==> src/rtl/cam_frame_capture.sv <==
// Camera byte-stream front end: samples an OV7670-style bus in the Clk domain, frames on
// vsync/href, packs RGB565 pixels, optionally XORs a keystream and emits linear VRAM writes.
module cam_frame_capture #(
  parameter int unsigned H_ACTIVE    = 640,
  parameter int unsigned V_ACTIVE    = 240,
  parameter int unsigned ADDR_W      = 18,
  parameter int unsigned SYNC_STAGES = 2
) (
  input  logic              Clk,
  input  logic              Reset,
  input  logic              Run,
  input  logic              Cam_pclk,
  input  logic              Cam_vsync,
  input  logic              Cam_href,
  input  logic [7:0]        Cam_data,
  input  logic [1:0]        Mode,
  input  logic [9:0]        Split_col,
  input  logic [15:0]       Key_data,
  output logic              Key_req,
  output logic              Wr_en,
  output logic [ADDR_W-1:0] Wr_addr,
  output logic [15:0]       Wr_data,
  output logic              Frame_done,
  output logic              Line_err,
  output logic [19:0]       Pix_count
);

  localparam int unsigned BusW = 11;
  localparam logic [10:0]       HLim  = 11'(H_ACTIVE);
  localparam logic [15:0]       VLim  = 16'(V_ACTIVE);
  localparam logic [ADDR_W-1:0] HStep = ADDR_W'(H_ACTIVE);

  typedef enum logic [1:0] {StIdle, StWaitVsHi, StWaitVsLo, StCapture} state_e;

  state_e state_q, state_d;

  logic [BusW-1:0]   sync_q [SYNC_STAGES];
  logic [BusW-1:0]   s_bus;
  logic              s_pclk, s_vsync, s_href;
  logic [7:0]        s_data;
  logic              pclk_prev_q, href_prev_q;
  logic              pix_stb;

  logic [10:0]       col_q;
  logic [15:0]       row_q;
  logic              phase_q;
  logic [7:0]        hi_q;
  logic [ADDR_W-1:0] line_base_q;
  logic              wr_en_q, key_req_q, frame_done_q, line_err_q;
  logic [ADDR_W-1:0] wr_addr_q;
  logic [15:0]       wr_data_q;
  logic [19:0]       pix_count_q;

  logic              frame_end, enter_wait_hi, in_line;
  logic              byte_stb, line_end, row_ok, col_ok, write_due;
  logic [15:0]       pixel, pixel_out;

  // The whole camera bus goes through the same flop chain so pclk, syncs and data stay aligned.
  always_ff @(posedge Clk) begin
    if (Reset) begin
      for (int i = 0; i < SYNC_STAGES; i++) sync_q[i] <= '0;
    end else begin
      sync_q[0] <= {Cam_pclk, Cam_vsync, Cam_href, Cam_data};
      for (int i = 1; i < SYNC_STAGES; i++) sync_q[i] <= sync_q[i-1];
    end
  end

  assign s_bus   = sync_q[SYNC_STAGES-1];
  assign s_pclk  = s_bus[10];
  assign s_vsync = s_bus[9];
  assign s_href  = s_bus[8];
  assign s_data  = s_bus[7:0];
  assign pix_stb = s_pclk & ~pclk_prev_q;

  always_comb begin
    state_d   = state_q;
    frame_end = 1'b0;
    if (!Run) begin
      state_d = StIdle;
    end else begin
      unique case (state_q)
        StIdle:     state_d = StWaitVsHi;
        StWaitVsHi: if (pix_stb && s_vsync) state_d = StWaitVsLo;
        StWaitVsLo: if (pix_stb && !s_vsync) state_d = StCapture;
        StCapture: begin
          if (pix_stb && s_vsync) begin
            state_d   = StWaitVsLo;
            frame_end = 1'b1;
          end
        end
        default:    state_d = StIdle;
      endcase
    end
  end

  always_comb begin
    enter_wait_hi = (state_d == StWaitVsHi) && (state_q != StWaitVsHi);
    // Pixel work only happens when neither Run=0 nor vsync is taking the FSM out of capture.
    in_line   = (state_q == StCapture) && (state_d == StCapture);
    byte_stb  = in_line && pix_stb && s_href;
    line_end  = in_line && pix_stb && href_prev_q && !s_href;
    row_ok    = row_q < VLim;
    col_ok    = col_q < HLim;
    write_due = byte_stb && phase_q && row_ok && col_ok;
    pixel     = {hi_q, s_data};
    pixel_out = pixel;
    unique case (Mode)
      2'd0:    pixel_out = pixel;
      2'd1:    pixel_out = pixel ^ Key_data;
      2'd2:    pixel_out = (col_q >= {1'b0, Split_col}) ? (pixel ^ Key_data) : pixel;
      2'd3:    pixel_out = 16'h0000;
      default: pixel_out = pixel;
    endcase
  end

  always_ff @(posedge Clk) begin
    if (Reset) begin
      state_q      <= StIdle;
      pclk_prev_q  <= 1'b0;
      href_prev_q  <= 1'b0;
      col_q        <= '0;
      row_q        <= '0;
      phase_q      <= 1'b0;
      hi_q         <= '0;
      line_base_q  <= '0;
      wr_en_q      <= 1'b0;
      key_req_q    <= 1'b0;
      frame_done_q <= 1'b0;
      line_err_q   <= 1'b0;
      wr_addr_q    <= '0;
      wr_data_q    <= '0;
      pix_count_q  <= '0;
    end else begin
      state_q      <= state_d;
      pclk_prev_q  <= s_pclk;
      wr_en_q      <= 1'b0;
      key_req_q    <= 1'b0;
      frame_done_q <= frame_end;
      if (pix_stb) href_prev_q <= s_href;

      if (enter_wait_hi) begin
        col_q       <= '0;
        row_q       <= '0;
        phase_q     <= 1'b0;
        line_base_q <= '0;
        pix_count_q <= '0;
        line_err_q  <= 1'b0;
      end else if (frame_end) begin
        // A half-assembled pixel at frame end is simply dropped, not flagged.
        col_q       <= '0;
        row_q       <= '0;
        phase_q     <= 1'b0;
        line_base_q <= '0;
        pix_count_q <= '0;
      end else begin
        if (byte_stb) begin
          if (!phase_q) begin
            hi_q      <= s_data;
            phase_q   <= 1'b1;
            key_req_q <= row_ok;
          end else begin
            phase_q <= 1'b0;
            if (col_q != 11'h7FF) col_q <= col_q + 11'd1;
            if (!col_ok) line_err_q <= 1'b1;
            if (write_due) begin
              wr_en_q   <= 1'b1;
              wr_addr_q <= line_base_q + ADDR_W'(col_q);
              wr_data_q <= pixel_out;
              if (pix_count_q != 20'hFFFFF) pix_count_q <= pix_count_q + 20'd1;
            end
          end
        end
        if (line_end) begin
          if (col_q != '0) begin
            col_q <= '0;
            if (row_q != 16'hFFFF) row_q <= row_q + 16'd1;
            if (row_ok) line_base_q <= line_base_q + HStep;
          end
          if (phase_q) begin
            phase_q    <= 1'b0;
            line_err_q <= 1'b1;
          end
        end
      end
    end
  end

  assign Key_req    = key_req_q;
  assign Wr_en      = wr_en_q;
  assign Wr_addr    = wr_addr_q;
  assign Wr_data    = wr_data_q;
  assign Frame_done = frame_done_q;
  assign Line_err   = line_err_q;
  assign Pix_count  = pix_count_q;

endmodule

==> config.mk <==
export PLATFORM = sky130hd
export DESIGN_NAME = cam_frame_capture
export DESIGN_NICKNAME = d
export VERILOG_FILES = /design/src/rtl/cam_frame_capture.sv
export SDC_FILE = /design/constraint.sdc
export NUM_CORES = 1
export LEC_CHECK = 0
export ABC_AREA = 1
export ABC_CLOCK_PERIOD_IN_PS = 3150
export BUFFER_PORTS_ARGS = -buffer_cell sky130_fd_sc_hd__buf_2
export CORE_UTILIZATION = 35
export DETAILED_ROUTE_END_ITERATION = 8
export GPL_TIMING_DRIVEN = 0
export RECOVER_POWER = 25
export SYNTH_ARGS = -nofsm -noshare
export SYNTH_HDL_FRONTEND = slang
export SYNTH_SLANG_ARGS = --single-unit
==> constraint.sdc <==
create_clock -name Clk -period 3.15 [get_ports Clk]
set_input_delay 0 -clock Clk [delete_from_list [all_inputs] [get_ports Clk]]
set_output_delay 0 -clock Clk [all_outputs]
set_load 0.02 [all_outputs]
* Word-level counts from Yosys, hierarchy flattened
Memory sizes are Yosys's and may differ from the RTL's.
Cells that the tools add are included.
** Operators by class
- Add/sub/neg operators :: 5
- Shift operators :: 0
- Multipliers :: 0
- Equal/unequal tests :: 12
- Reduce and logical (&&, ||, !) cells :: 26
- Muxes and demuxes :: 29
- Order comparisons :: 3
- Bitwise operators :: 9
- Div/mod/pow operators :: 0
** Operators with widths (count)
- $mux W11 :: 7
- $pmux W16 S4 :: 1
- $add A20 B1 Y20 const B :: 1
- $ne A20 B20 Y1 const B :: 1
- $add A18 B10 Y18 const B :: 1
- $add A18 B11 Y18 :: 1
- $add A16 B1 Y16 const B :: 1
- $lt A16 B8 Y1 const B :: 1
- $mux W1 :: 16
- $mux W16 :: 1
- $ne A16 B16 Y1 const B :: 1
- $xor A16 B16 Y16 :: 1
- $add A11 B1 Y11 const B :: 1
- $ge A11 B10 Y1 :: 1
- $logic_and A1 B1 Y1 :: 11
- $lt A11 B10 Y1 const B :: 1
- $ne A11 B11 Y1 const B :: 1
- $reduce_bool A11 Y1 :: 1
- $eq A2 B2 Y1 const B :: 5
- $reduce_or A5 Y1 :: 2
- $reduce_and A4 Y1 :: 2
- $eq A2 B1 Y1 const B :: 3
- $mux W2 :: 3
- $pmux W2 S3 :: 1
- 10 further kinds :: 19
** Word-level totals
- Memories kept :: 1
- Register bits :: 116
- ROM bits :: 0
- RAM bits :: 22
- Latch bits :: 0
- Logic and storage cells :: 100
** Memory list
- sync_q :: depth 2, bits a word 11, read ports 2, clocked after memory_dff 0, write ports 2, line 37 : logic [BusW-1:0] sync_q [SYNC_STAGES];

* Longest topological paths before layout
- Word-level depth :: 14
- Mapped depth :: 14

* Worst setup path after synthesis
No wires, ideal clock.
- Path kind :: flip-flop to flip-flop
- From :: reg col_q[7]
- To :: reg wr_addr_q[17], in the netlist Wr_addr[17]
- Data arrival time :: 1874 ps
- Path slack :: 1219 ps
- Buffers on the path :: 0
- Stages on the path, launching flop included :: 10
- Cells stage by stage :: dfxtp_1 > ha_1 > inv_1 > fa_1 > o21ai_1 > nand2_1 > or3_1 > nand3_1 > o211ai_1 > inv_1
** On the way
- Longest elaborated chain between the ends :: 3
** RTL lines
- start: declaration :: line 44 : logic [10:0] col_q;
- start signal: assignment :: line 163 : if (col_q != 11'h7FF) col_q <= col_q + 11'd1;
- $lt A11 B10 Y1 :: line 103 : col_ok = col_q < HLim;
- $logic_and A1 B1 Y1 :: line 104 : write_due = byte_stb && phase_q && row_ok && col_ok;
- $reduce_and A5 Y1 (no line)
- end signal: assignment :: line 167 : wr_addr_q <= line_base_q + ADDR_W'(col_q);
- end: declaration :: line 50 : logic [ADDR_W-1:0] wr_addr_q;
Parallel ways exist; a longest one is shown, timed or not.
A chain may end at the register's enable or synchronous reset.

* Worst setup path in the final report
- From :: reg pclk_prev_q
- To :: reg wr_addr_q[5], in the netlist Wr_addr[5]
** On the way
- Longest elaborated chain between the ends :: 14
** RTL lines
- start: declaration :: line 41 : logic pclk_prev_q, href_prev_q;
- start signal: assignment :: line 135 : pclk_prev_q <= s_pclk;
- $not A1 Y1 * :: line 73 : assign pix_stb = s_pclk & ~pclk_prev_q;
- $and A1 B1 Y1 * :: line 73
- $logic_and A1 B1 Y1, on equally long branches :: line 83, 86, 84
- $mux W2, on equally long branches :: line 83, 86, 84
- $pmux W2 S3 :: line 81 : unique case (state_q)
- $mux W2 :: line 78 : if (!Run) begin
- $eq A2 B2 Y1 :: line 99 : in_line = (state_q == StCapture) && (state_d == StCapture);
- $logic_and A1 B1 Y1 :: line 99
- $logic_and A1 B1 Y1 (2 in series) :: line 100 : byte_stb = in_line && pix_stb && s_href;
- $logic_and A1 B1 Y1 (3 in series) :: line 104
- $reduce_and A5 Y1 (no line) *
Every way passes the cells marked *; elsewhere a longest branch is shown, timed or not.

==> metrics.md <==
| Metric | Value |
|---|---|
| Status | `finished clean` |
| Root buffer cell | `clkbuf_16` |
| Io pins | `100` |
| Detail Route Antenna Nets | `0` |
| Rows | `50` |
| Syn Std Cell Area | `6877 µm²` |
| DRC violations left | `0` |
| Setup Skew | `0.01237 ns` |
| Worst vdd ir | `347.1 µV` |
| Syn avg cell area | `6.897 µm²` |
| CP arrival | `2.70 ns` |
| Synthesized net count | `1061` |
| Final setup fails | `0` |
| Reg clk slew, reported paths | `0.07 ns` |
| Hold Crit Start | `Mode[0]` |
| Die Span Y | `142.2 µm` |
| Vias per cell | `4.812` |
| Largest cells by area after synthesis | `dfxtp_1 38%, nand2_1 12%, a21oi_1 8.0%` |
| Crit Path Class | `reg2reg` |
| Initial Util | `36.28%` |
| Die width | `142.2 µm` |
| # port buffers | `97` |
| Register area | `2623 µm²` |
| Maxcap violations | `0` |
| Cell taking the most area after synthesis | `dfxtp_1` |
| Share of the synthesized area in the top cell type | `38.14%` |
| Slew @ Worst Pin | `0.5733 ns` |
| Initial antenna violation count | `0` |
| Critical-path maximum fanout | `10` |
| Synth Instances | `997` |
| Die area | `20210 µm²` |
| RSZ-0062 raised after global routing | `no` |
| Starting DRT DRC Count | `423` |
| Vias | `6771` |
| Setup TNS | `0 ns` |
| PD cells | `457.1 nW/µm²` |
| First-pass GRT wire length | `31040 µm` |
| CTS sink count | `131` |
| H-tree levels | `4` |
| DP Cell Count | `1354` |
| Clock buffer count from CTS | `17` |
| Routed WL | `19030 µm` |
| Number of global-route vias before repair | `6338` |
| Pins Over Slew Limit | `0` |
| Non-filler cells, final | `1407` |
| GRT Residual Overflow | `0` |
| Pre-antenna DRT Iters | `5` |
| Clk_lat worst skew | `0.42 ns` |
| Multi-input logic area | `3563 µm²` |
| Ys Warns | `0` |
| Fin. Hold Viols | `0` |
| Min-delay worst type | `in2reg` |
| Gpl congestion | `0.8944` |
| CP startpoint kind | `register` |
| WL/cell | `13.53 µm` |
| Register area share after synthesis | `38.14%` |
| Area Growth Syn to Fin | `23.07%` |
| Final Cycle Share | `74.75%` |
| Static Leak | `3.556 nW` |
| Post-synth cell types | `43` |
| Fin nets | `1198` |
| Worst r2r src | `pclk_prev_q` |
| Core ar. | `18960 µm²` |
| Fmax | `424.7 MHz` |
| Async SR Flop Fraction | `0%` |
| Crit path required time | `3.49 ns` |
| CP endpoint kind | `register` |
| Slew HR | `61.61%` |
| CTS tree | `built` |
| Largest net degree at the start of global routing | `17` |
| Detailed-placement wirelength estimate | `14100 µm` |
| Fill cells | `1991` |
| Primary FF master, synth | `dfxtp_1` |
| Overall global routing resource usage | `19.54%` |
| Clock Path Buffers | `2` |
| Yosys reg bits | `131` |
| Number of setup buffers added after CTS | `0` |
| EDFF count, synth | `0` |
| ANT cells | `0` |
| Fin crit period | `2.355 ns` |
| Share of cells above drive strength 1 | `13.43%` |
| Critical Path Start | `pclk_prev_q` |
| Final core utilization | `44.65%` |
## per-stage QoR
| step | worst slack [ns] | power [mW] | hold WS [ns] | area [µm²] |
|---|---|---|---|---|
| global route | 0.5194 | 3.996 | 0.04508 | 8463 |
| detailed placement | 0.8053 | 1.881 | 0.2072 | 7687 |
| floorplan | 1.219 | 1.814 | 0.1070 | 6877 |
| CTS | 0.7690 | 3.913 | 0.01958 | 8493 |
| finish | 0.7954 | 3.869 | 0.04054 | 8463 |
| global placement | 0.8276 | 1.880 | 0.2046 | 7687 |
## logic make-up (layout without fill, tap and decap cells)
logic type                 count (synthesis)  count (layout)  share of synthesized area (%)
AOI/OAI and AO/OA                        179             179                          13.46
xor gates and xnor gates                  46              46                          5.859
adders and majority gates                 22              22                          4.112
buffers and inverters                    178             328                          10.04
DFF                                      131             131                          38.14
and+or+nand+nor                          441             441                          28.38
## flip-flops by register name (all words and copies together), names as in the netlist
signal       count
sync_q          22
Pix_count       20
Wr_addr         18
Wr_data         16
row_q           16
col_q           11
line_base_q     11
hi_q             8
state_q          2
Frame_done       1
Key_req          1
Line_err         1
Wr_en            1
href_prev_q      1
pclk_prev_q      1
phase_q          1
## critical path, cell delays in order, from the launching register on
cell and delay, ns:
dfxtp_1 0.30, inv_1 0.04, nand2_1 0.09, nor2_1 0.13
nand2_2 0.10, nor2_4 0.23, ha_1 0.20, inv_1 0.08
nor3_2 0.30, nand2_1 0.12, inv_2 0.17, buf_2 0.27
o21ai_0 0.11, a21oi_1 0.14
## power breakdown
part	switching (mW)	leakage, nW	total (mW)	internal, mW
clock network	0.818	0.288	2.00	1.19
logic	0.109	2.21	0.184	0.0746
registers	0.00871	1.06	1.68	1.67
total	0.936	3.56	3.87	2.93
## cells in the final DEF (no fill, tap or decap), drive strengths merged, types with 3 or more instances in the layout
master,instances
clkbuf,52
xor2,32
nand3,63
nand4,18
nor4,8
nor2,96
dlygate4sd3,21
nor3,28
o31ai,3
inv,155
clkinv,7
buf,89
dfxtp,131
a21oi,111
nand2,220
xnor2,14
ha,21
or2,3
o21ai,57
## cells in the mapped netlist, types with 2 or more instances
cell type,instances
o21ai_0,53
nor3b_1,2
o31ai_1,3
nand4_1,18
ha_1,21
o21ai_1,4
o211ai_1,2
nor3_2,6
nor2_4,2
nand2_1,215
buf_2,14
nand2_2,5
dfxtp_1,131
clkbuf_1,10
inv_1,140
nor4_1,8
xnor2_1,14
a211oi_1,2
nor2_2,6
xor2_1,32
nand3_1,61
nand3_2,2
nor3_1,21
a21oi_1,110
nor2_1,88
inv_2,8
clkinv_1,3
## layer usage
metal / share of wire, % / wire length (µm) / GRT usage, % / vias up
li1: - / - / - / 3496
met1: 48 / 9184 / 25.39 / 3091
met2: 45 / 8621 / 32.07 / 161
met3: 4.3 / 820 / 3.567 / 23
met4: 2.1 / 406 / 7.414 / 0
met5: 0 / 0 / 0 / -
## layout make-up
class / count / area share, %
clock buffers: 17 / 5.027
repair buffers: 118 / 7.865
inverters: 151 / 6.697
plain buffers: 27 / 1.464
multi-input cells: 688 / 42.11
well taps: 260 / 3.844
clock inverters: 15 / 2.011
flip-flops and latches: 131 / 30.99
## path summary, 6_finish.rpt
check,end,slack (ns),depth (start not counted)
setup / recovery,Wr_addr[5],0.80,13
hold / removal,Wr_data[12],0.04,4
setup reg to reg,Wr_addr[5],0.80,13
hold reg to reg,sync_q[0][16],0.40,2
## repair_timing
item,4_1_cts,5_1_grt
gates resized for setup,0,0
hold buffers,21,0
endpoints found under the hold margin,23,0
No activity file was read; power rests on OpenSTA's default activity.
